## config.mk

```make
export PLATFORM = sky130hd
export DESIGN_NAME = alu_unit_flat
export DESIGN_NICKNAME = d
export VERILOG_FILES = /design/src/rtl/alu_pkg.sv /design/src/rtl/alu_unit_if.sv /design/src/rtl/alu_core.sv /design/src/rtl/alu_unit.sv /design/src/flat_wrapper.sv
export SDC_FILE = /design/constraint.sdc
export NUM_CORES = 1
export LEC_CHECK = 0
export CAP_MARGIN = 20
export CORE_MARGIN = 2
export CORE_UTILIZATION = 42
export CTS_CLUSTER_DIAMETER = 200
export DETAILED_ROUTE_END_ITERATION = 10
export PLACE_DENSITY_LB_ADDON = 0.15
export SYNTH_ARGS = -nofsm -noshare
export SYNTH_HDL_FRONTEND = slang
export SYNTH_SLANG_ARGS = --single-unit
```

## constraint.sdc

```tcl
create_clock -name CLK -period 6.11 [get_ports CLK]
set_input_delay 1.222 -clock CLK [delete_from_list [all_inputs] [get_ports CLK]]
set_output_delay 1.222 -clock CLK [all_outputs]
set_load 0.05 [all_outputs]
```

## src/rtl/alu_pkg.sv

```systemverilog
// Shared types and constants for the registered ALU stage.
// Opcode encoding, FSM state encoding and the data width used across the slice.
package alu_pkg;

   localparam int ALU_WIDTH = 8;

   // Codes 11-15 are reserved and are not named here.
   typedef enum logic [3:0] {
      OP_ADD   = 4'd0,
      OP_SUB   = 4'd1,
      OP_AND   = 4'd2,
      OP_OR    = 4'd3,
      OP_XOR   = 4'd4,
      OP_NOTA  = 4'd5,
      OP_SLL   = 4'd6,
      OP_SRL   = 4'd7,
      OP_ADC   = 4'd8,
      OP_PASSB = 4'd9,
      OP_CMP   = 4'd10
   } alu_op_t;

   typedef enum logic [1:0] {
      IDLE  = 2'd0,
      EXEC  = 2'd1,
      SHIFT = 2'd2,
      FIN   = 2'd3
   } alu_state_t;

   function automatic logic isShift(input alu_op_t op);
      return (op == OP_SLL) || (op == OP_SRL);
   endfunction

endpackage

```

## src/rtl/alu_unit_if.sv

```systemverilog
// Operand/opcode/handshake bundle between the source muxes and the ALU stage.
// The ALU uses the slave modport; the upstream driver uses master.
interface alu_unit_if;
   import alu_pkg::*;

   logic [ALU_WIDTH-1:0] ALUInputA;
   logic [ALU_WIDTH-1:0] ALUInputB;
   logic [3:0]           ALUOp;
   logic                 Start;
   logic                 FlagWrite;
   logic [ALU_WIDTH-1:0] Result;
   logic                 Zero;
   logic                 Carry;
   logic                 Negative;
   logic                 Busy;
   logic                 Done;

   modport master (
      output ALUInputA, ALUInputB, ALUOp, Start, FlagWrite,
      input  Result, Zero, Carry, Negative, Busy, Done
   );

   modport slave (
      input  ALUInputA, ALUInputB, ALUOp, Start, FlagWrite,
      output Result, Zero, Carry, Negative, Busy, Done
   );
endinterface

```

## src/rtl/alu_core.sv

```systemverilog
// Combinational datapath for every single-cycle operation.
// Shift opcodes reaching here have amount 0 and simply pass A through.
module alu_core
   import alu_pkg::*;
(
   input  logic [ALU_WIDTH-1:0] opA,
   input  logic [ALU_WIDTH-1:0] opB,
   input  alu_op_t              op,
   input  logic                 carryIn,
   output logic [ALU_WIDTH-1:0] value,
   output logic                 carryOut
);

   logic [ALU_WIDTH:0] wide;

   always_comb begin
      // NOTE: every output gets a default first so no path can infer a latch.
      wide     = '0;
      value    = '0;
      carryOut = 1'b0;
      unique case (op)
         OP_ADD, OP_ADC: begin
            wide     = {1'b0, opA} + {1'b0, opB} + {{ALU_WIDTH{1'b0}}, (op == OP_ADC) & carryIn};
            value    = wide[ALU_WIDTH-1:0];
            carryOut = wide[ALU_WIDTH];
         end
         OP_SUB, OP_CMP: begin
            // Bit 8 of the 9-bit difference is the borrow; Carry means "no borrow".
            wide     = {1'b0, opA} - {1'b0, opB};
            value    = wide[ALU_WIDTH-1:0];
            carryOut = ~wide[ALU_WIDTH];
         end
         OP_AND:         value = opA & opB;
         OP_OR:          value = opA | opB;
         OP_XOR:         value = opA ^ opB;
         OP_NOTA:        value = ~opA;
         OP_PASSB:       value = opB;
         OP_SLL, OP_SRL: value = opA;
         default:        value = '0;
      endcase
   end

endmodule

```

## src/rtl/alu_unit.sv

```systemverilog
// Registered ALU stage: captures operands on Start, runs single-cycle ops via
// alu_core and shifts iteratively, one bit per cycle, under Busy/Done.
module alu_unit
   import alu_pkg::*;
(
   input  logic     CLK,
   input  logic     Reset,
   alu_unit_if.slave bus
);

   alu_state_t           state;
   logic [ALU_WIDTH-1:0] opA, opB, work, resultReg;
   alu_op_t              op;
   logic                 flagWr, shiftCarry;
   logic [2:0]           count;
   logic                 zeroReg, carryReg, negReg, busyReg, doneReg;
   logic [ALU_WIDTH-1:0] coreValue;
   logic                 coreCarry;

   alu_core core (
      .opA      (opA),
      .opB      (opB),
      .op       (op),
      .carryIn  (carryReg),
      .value    (coreValue),
      .carryOut (coreCarry)
   );

   always_ff @(posedge CLK or posedge Reset) begin
      if (Reset) begin
         // NOTE: all state, including the shift working register and counter, is reset here.
         state      <= IDLE;
         opA        <= '0;
         opB        <= '0;
         op         <= OP_ADD;
         flagWr     <= 1'b0;
         work       <= '0;
         count      <= '0;
         shiftCarry <= 1'b0;
         resultReg  <= '0;
         zeroReg    <= 1'b0;
         carryReg   <= 1'b0;
         negReg     <= 1'b0;
         busyReg    <= 1'b0;
         doneReg    <= 1'b0;
      end else begin
         doneReg <= 1'b0;
         unique case (state)
            IDLE: begin
               if (bus.Start) begin
                  opA    <= bus.ALUInputA;
                  opB    <= bus.ALUInputB;
                  op     <= alu_op_t'(bus.ALUOp);
                  flagWr <= bus.FlagWrite;
                  if (isShift(alu_op_t'(bus.ALUOp)) && (bus.ALUInputB[2:0] != 3'd0)) begin
                     work       <= bus.ALUInputA;
                     count      <= bus.ALUInputB[2:0];
                     shiftCarry <= 1'b0;
                     busyReg    <= 1'b1;
                     state      <= SHIFT;
                  end else begin
                     state <= EXEC;
                  end
               end
            end
            EXEC: begin
               if (op != OP_CMP) resultReg <= coreValue;
               if (flagWr) begin
                  zeroReg  <= (coreValue == '0);
                  negReg   <= coreValue[ALU_WIDTH-1];
                  carryReg <= coreCarry;
               end
               doneReg <= 1'b1;
               state   <= IDLE;
            end
            SHIFT: begin
               if (op == OP_SLL) {shiftCarry, work} <= {work, 1'b0};
               else              {work, shiftCarry} <= {1'b0, work};
               count <= count - 3'd1;
               if (count == 3'd1) begin
                  busyReg <= 1'b0;
                  state   <= FIN;
               end
            end
            FIN: begin
               resultReg <= work;
               if (flagWr) begin
                  zeroReg  <= (work == '0);
                  negReg   <= work[ALU_WIDTH-1];
                  carryReg <= shiftCarry;
               end
               doneReg <= 1'b1;
               state   <= IDLE;
            end
            default: state <= IDLE;
         endcase
      end
   end

   assign bus.Result   = resultReg;
   assign bus.Zero     = zeroReg;
   assign bus.Carry    = carryReg;
   assign bus.Negative = negReg;
   assign bus.Busy     = busyReg;
   assign bus.Done     = doneReg;

endmodule

```

## src/flat_wrapper.sv

```systemverilog
// flat-port wrapper written by rule: the top's interface ports become plain ports
module alu_unit_flat import alu_pkg::*;
  (CLK, Reset, bus_ALUInputA, bus_ALUInputB, bus_ALUOp, bus_Start, bus_FlagWrite, bus_Result, bus_Zero, bus_Carry, bus_Negative, bus_Busy, bus_Done);
  alu_unit_if bus_i ();
  input  logic CLK;
  input  logic Reset;
  input wire logic [$bits(bus_i.ALUInputA)-1:0] bus_ALUInputA;
  input wire logic [$bits(bus_i.ALUInputB)-1:0] bus_ALUInputB;
  input wire logic [$bits(bus_i.ALUOp)-1:0] bus_ALUOp;
  input wire logic [$bits(bus_i.Start)-1:0] bus_Start;
  input wire logic [$bits(bus_i.FlagWrite)-1:0] bus_FlagWrite;
  output wire logic [$bits(bus_i.Result)-1:0] bus_Result;
  output wire logic [$bits(bus_i.Zero)-1:0] bus_Zero;
  output wire logic [$bits(bus_i.Carry)-1:0] bus_Carry;
  output wire logic [$bits(bus_i.Negative)-1:0] bus_Negative;
  output wire logic [$bits(bus_i.Busy)-1:0] bus_Busy;
  output wire logic [$bits(bus_i.Done)-1:0] bus_Done;
  assign bus_i.ALUInputA = bus_ALUInputA;
  assign bus_i.ALUInputB = bus_ALUInputB;
  assign bus_i.ALUOp = bus_ALUOp;
  assign bus_i.Start = bus_Start;
  assign bus_i.FlagWrite = bus_FlagWrite;
  assign bus_Result = bus_i.Result;
  assign bus_Zero = bus_i.Zero;
  assign bus_Carry = bus_i.Carry;
  assign bus_Negative = bus_i.Negative;
  assign bus_Busy = bus_i.Busy;
  assign bus_Done = bus_i.Done;
  alu_unit u_core (.CLK(CLK), .Reset(Reset), .bus(bus_i));
endmodule
```

==> impl_metrics.yaml <==
synth:
  yosys_most_used_dff: "sky130_fd_sc_hd__dfrtp_1"
  synth-seq-cells: 48
  simple_gate_fraction_of_synth_area_pct: 18.8
  yosysWarnings: 0
  asyncSetResetFlopFracSynth_pct: 100
  synth_fa_ha_area_share_pct: 10.7
  combinational_family_with_the_most_area_after_synthesis: "compound AO/OA/AOI/OAI gates"
  yosys.area.top_type_share_pct: 33.2
  synth_enable_flop_cells: 0
  synth_cells: 439
  synthDominantAreaCellType: "sky130_fd_sc_hd__dfrtp_1"
  syn_avg_cell_area_um2: 8.24
  synthDistinctLibCells: 62
  ys_top_cells_by_area: "sky130_fd_sc_hd__dfrtp_1 33%, sky130_fd_sc_hd__ha_1 9.0%, sky130_fd_sc_hd__o21ai_0 6.2%"
  synth_most_common_cell: "sky130_fd_sc_hd__dfrtp_1"
  synth_commonest_cells: "48 x sky130_fd_sc_hd__dfrtp_1, 45 x sky130_fd_sc_hd__nand2_1, 45 x sky130_fd_sc_hd__o21ai_0"
  synth_compound_gate_area_share_pct: 26.0
  synth_sequential_area_ratio_pct: 33.2
  post_synth_xor_area_fraction_pct: 0.727
  syn_nets: 492
  synthMuxAreaShare_pct: 4.05
  post_synthesis_cell_area_um2: 3620
setup_path:
  worst_setup_path_start_kind: "flop"
  critPathMaxFanout: 32
  worstSetupEndpointType: "flop"
  critPathKind: "reg -> reg"
  critPathArrivalTime_ns: 4.06
  critPathRequiredTime_ns: 6.33
  crit-reg2reg-launch: "u_core.op[0]$_DFFE_PP0P_"
  crit_start: "u_core.op[0]$_DFFE_PP0P_"
routing:
  tritonroute_pass_1_iters: 5
  maxUsedRoutingLayer: "met4"
  wl_met1_um: 5120
  route.detailed.wl_per_inst_um: 19.0
  remaining_drc_errors: 0
  route.vias.total: 3369
  drtIter0Drc: 324
  wl_um: 10700
  viasPerCell: 5.98
  ant_nets: 0
  wl_met3_um: 512
  length_of_routed_met2_wiring_um: 4860
floorplanning:
  floorplan.rows: 33
  top_level_i_o_count: 37
  fp.dieW_um: 96.8
  initial_core_utilization_pct: 43.6
  total_core_area_um2: 8300
  dieHeight_um: 96.8
  die_area_um2: 9370
pwr:
  power.density_nw_per_um2: 488
  worst_ir_drop_vdd_uv: 178
  leakagePower_nw: 1.73
  report.power.total_mw: 2.03
clock_tree:
  post_cts_resized: 0
  cts.htree.levels: 2
  clkLatencyLatePin_ns: 0.31
  count_of_buffers_added_by_post_cts_timing_repair_for_setup: 0
  max_root_sink_buffers: 2
  clkSlewWorstSetupHoldPaths_ns: 0.09
  cts_tree: "yes"
  cts-root-buf: "sky130_fd_sc_hd__clkbuf_8"
  clock_sinks: 48
  cts-buffers-inserted: 5
  cts_hold_repair.buffers: 0
timing:
  finClkSkew_ns: 0.00455
  totalNegativeSetupSlack_ns: 0
  finalHoldViolations: 0
  slew_headroom_pct: 39.7
  shortest_clock_period_the_worst_path_allows_after_layout_ns: 3.83
  number_of_pins_exceeding_their_max_slew_limit_in_the_final_report: 0
  fin_crit_sh_pct: 62.8
  rsz0062_at_grt: "no"
  worstMarginPinSlew_ns: 0.904
  max_freq_ghz: 0.261
  timing.final.setup_violations: 0
global_route:
  gr-total-overflow: 0
  grt_pass1_wl_um: 17300
  antenna_found_initial: 0
  grt_max_degree: 49
  globalRouteTotalUtil_pct: 23.1
  first_global_vias: 3258
cells_and_area:
  drive_gt1_share_pct: 5.46
  seq_area_um2: 1200
  fin_area_um2: 4150
  fillers: 806
  syn_to_final_growth_pct: 14.9
  multi_input_comb_area_um2: 2180
  final_nets: 511
  ant_diodes: 0
placement:
  globalplace.congestion: 0.945
  place.detailed.hpwl_um: 8130
  placed_area_um2: 4010
  numPortBuffers: 36
min_path:
  hp-class: "reg -> reg"
  worst_hold_startpoint: "u_core.bus.Result[0]$_DFFE_PP0P_"
outcome:
  outcome: "completed"
run:
  drv_cap: 0
## metrics by stage
| stage | instances | setup WS, ns | hold slack [ns] | util, % |
|---|---|---|---|---|
| after global routing | 563 | 2.03 | 0.529 | 50.1 |
| after floorplan | 439 | 2.98 | 0.471 | - |
| after global placement | 555 | 2.50 | 0.469 | 48.3 |
| after CTS | 562 | 2.37 | 0.502 | 49.8 |
| final | 563 | 2.28 | 0.495 | 50.1 |
| after detailed placement | 555 | 2.41 | 0.481 | 48.3 |
## worst paths after layout
path,slack [ns],end,cells after the start
worst max-delay path,2.28,u_core.bus.Zero$_DFFE_PP0P_,10
worst min-delay path,0.50,u_core.bus.Result[0]$_DFFE_PP0P_,2
worst max register to register,2.28,u_core.bus.Zero$_DFFE_PP0P_,10
worst min register to register,0.50,u_core.bus.Result[0]$_DFFE_PP0P_,2
max in group asynchronous,4.47,u_core.work[4]$_DFFE_PP0P_,3
min in group asynchronous,1.15,u_core.opB[3]$_DFFE_PP0P_,2
## registers in the layout, indices dropped and copies added, names as in the netlist, 2 cells and up
| register | cells |
|---|---|
| u_core.opB | 8 |
| u_core.work | 8 |
| u_core.bus.Result | 8 |
| u_core.count | 3 |
| u_core.state | 2 |
| u_core.opA | 8 |
| u_core.op | 4 |
## power by group
part / switching (mW) / internal, mW / leakage (nW)
combinational: 0.691 / 0.447 / 1.08
clock: 0.116 / 0.161 / 0.0642
sequential: 0.178 / 0.434 / 0.589
total: 0.985 / 1.04 / 1.73
## cell families (layout without fill, tap and decap cells)
family	count (synthesis)	after routing
XOR/XNOR	3	3
multiplexers	14	14
flip-flops	48	48
buffers and inverters	58	77
adder cells (fa/ha/maj)	29	29
AO/OA/AOI/OAI	145	145
AND/OR/NAND/NOR	142	142
## cell type report
cell class,count,area share (%)
Multi-Input combinational cell,333,52.6
Tap cell,105,3.16
Timing Repair Buffer,38,9.34
Clock inverter,2,1.45
Clock buffer,5,1.66
Sequential cell,48,28.9
Inverter,32,2.89
## layer usage
metal	global-route usage (%)	vias up
met4	5.31	0
met1	34.1	1639
met3	3.03	16
li1	-	1602
met5	0	-
met2	36.0	112
## worst max-delay path, cell delays in order (launching register included)
cell and delay, ns:
sky130_fd_sc_hd__dfrtp_1 0.94, sky130_fd_sc_hd__nor3_1 0.29, sky130_fd_sc_hd__and3_1 0.29, sky130_fd_sc_hd__fa_1 0.45, sky130_fd_sc_hd__a211oi_1 0.32, sky130_fd_sc_hd__nor3_1 0.15, sky130_fd_sc_hd__a31o_2 0.27, sky130_fd_sc_hd__a311o_1 0.33
sky130_fd_sc_hd__mux2_2 0.30, sky130_fd_sc_hd__a21o_1 0.19, sky130_fd_sc_hd__o31ai_2 0.21
## cell usage in the layout (no fill, tap or decap), drive strengths merged, types with 9 or more instances in the layout
cell and count:
dfrtp 48, ha 26, inv 30, a21oi 32, nand2 45, nor3 11
nor2 39, clkdlybuf4s50 36, o21ai 47, mux2i 9
(Power assumes the default switching activity.)
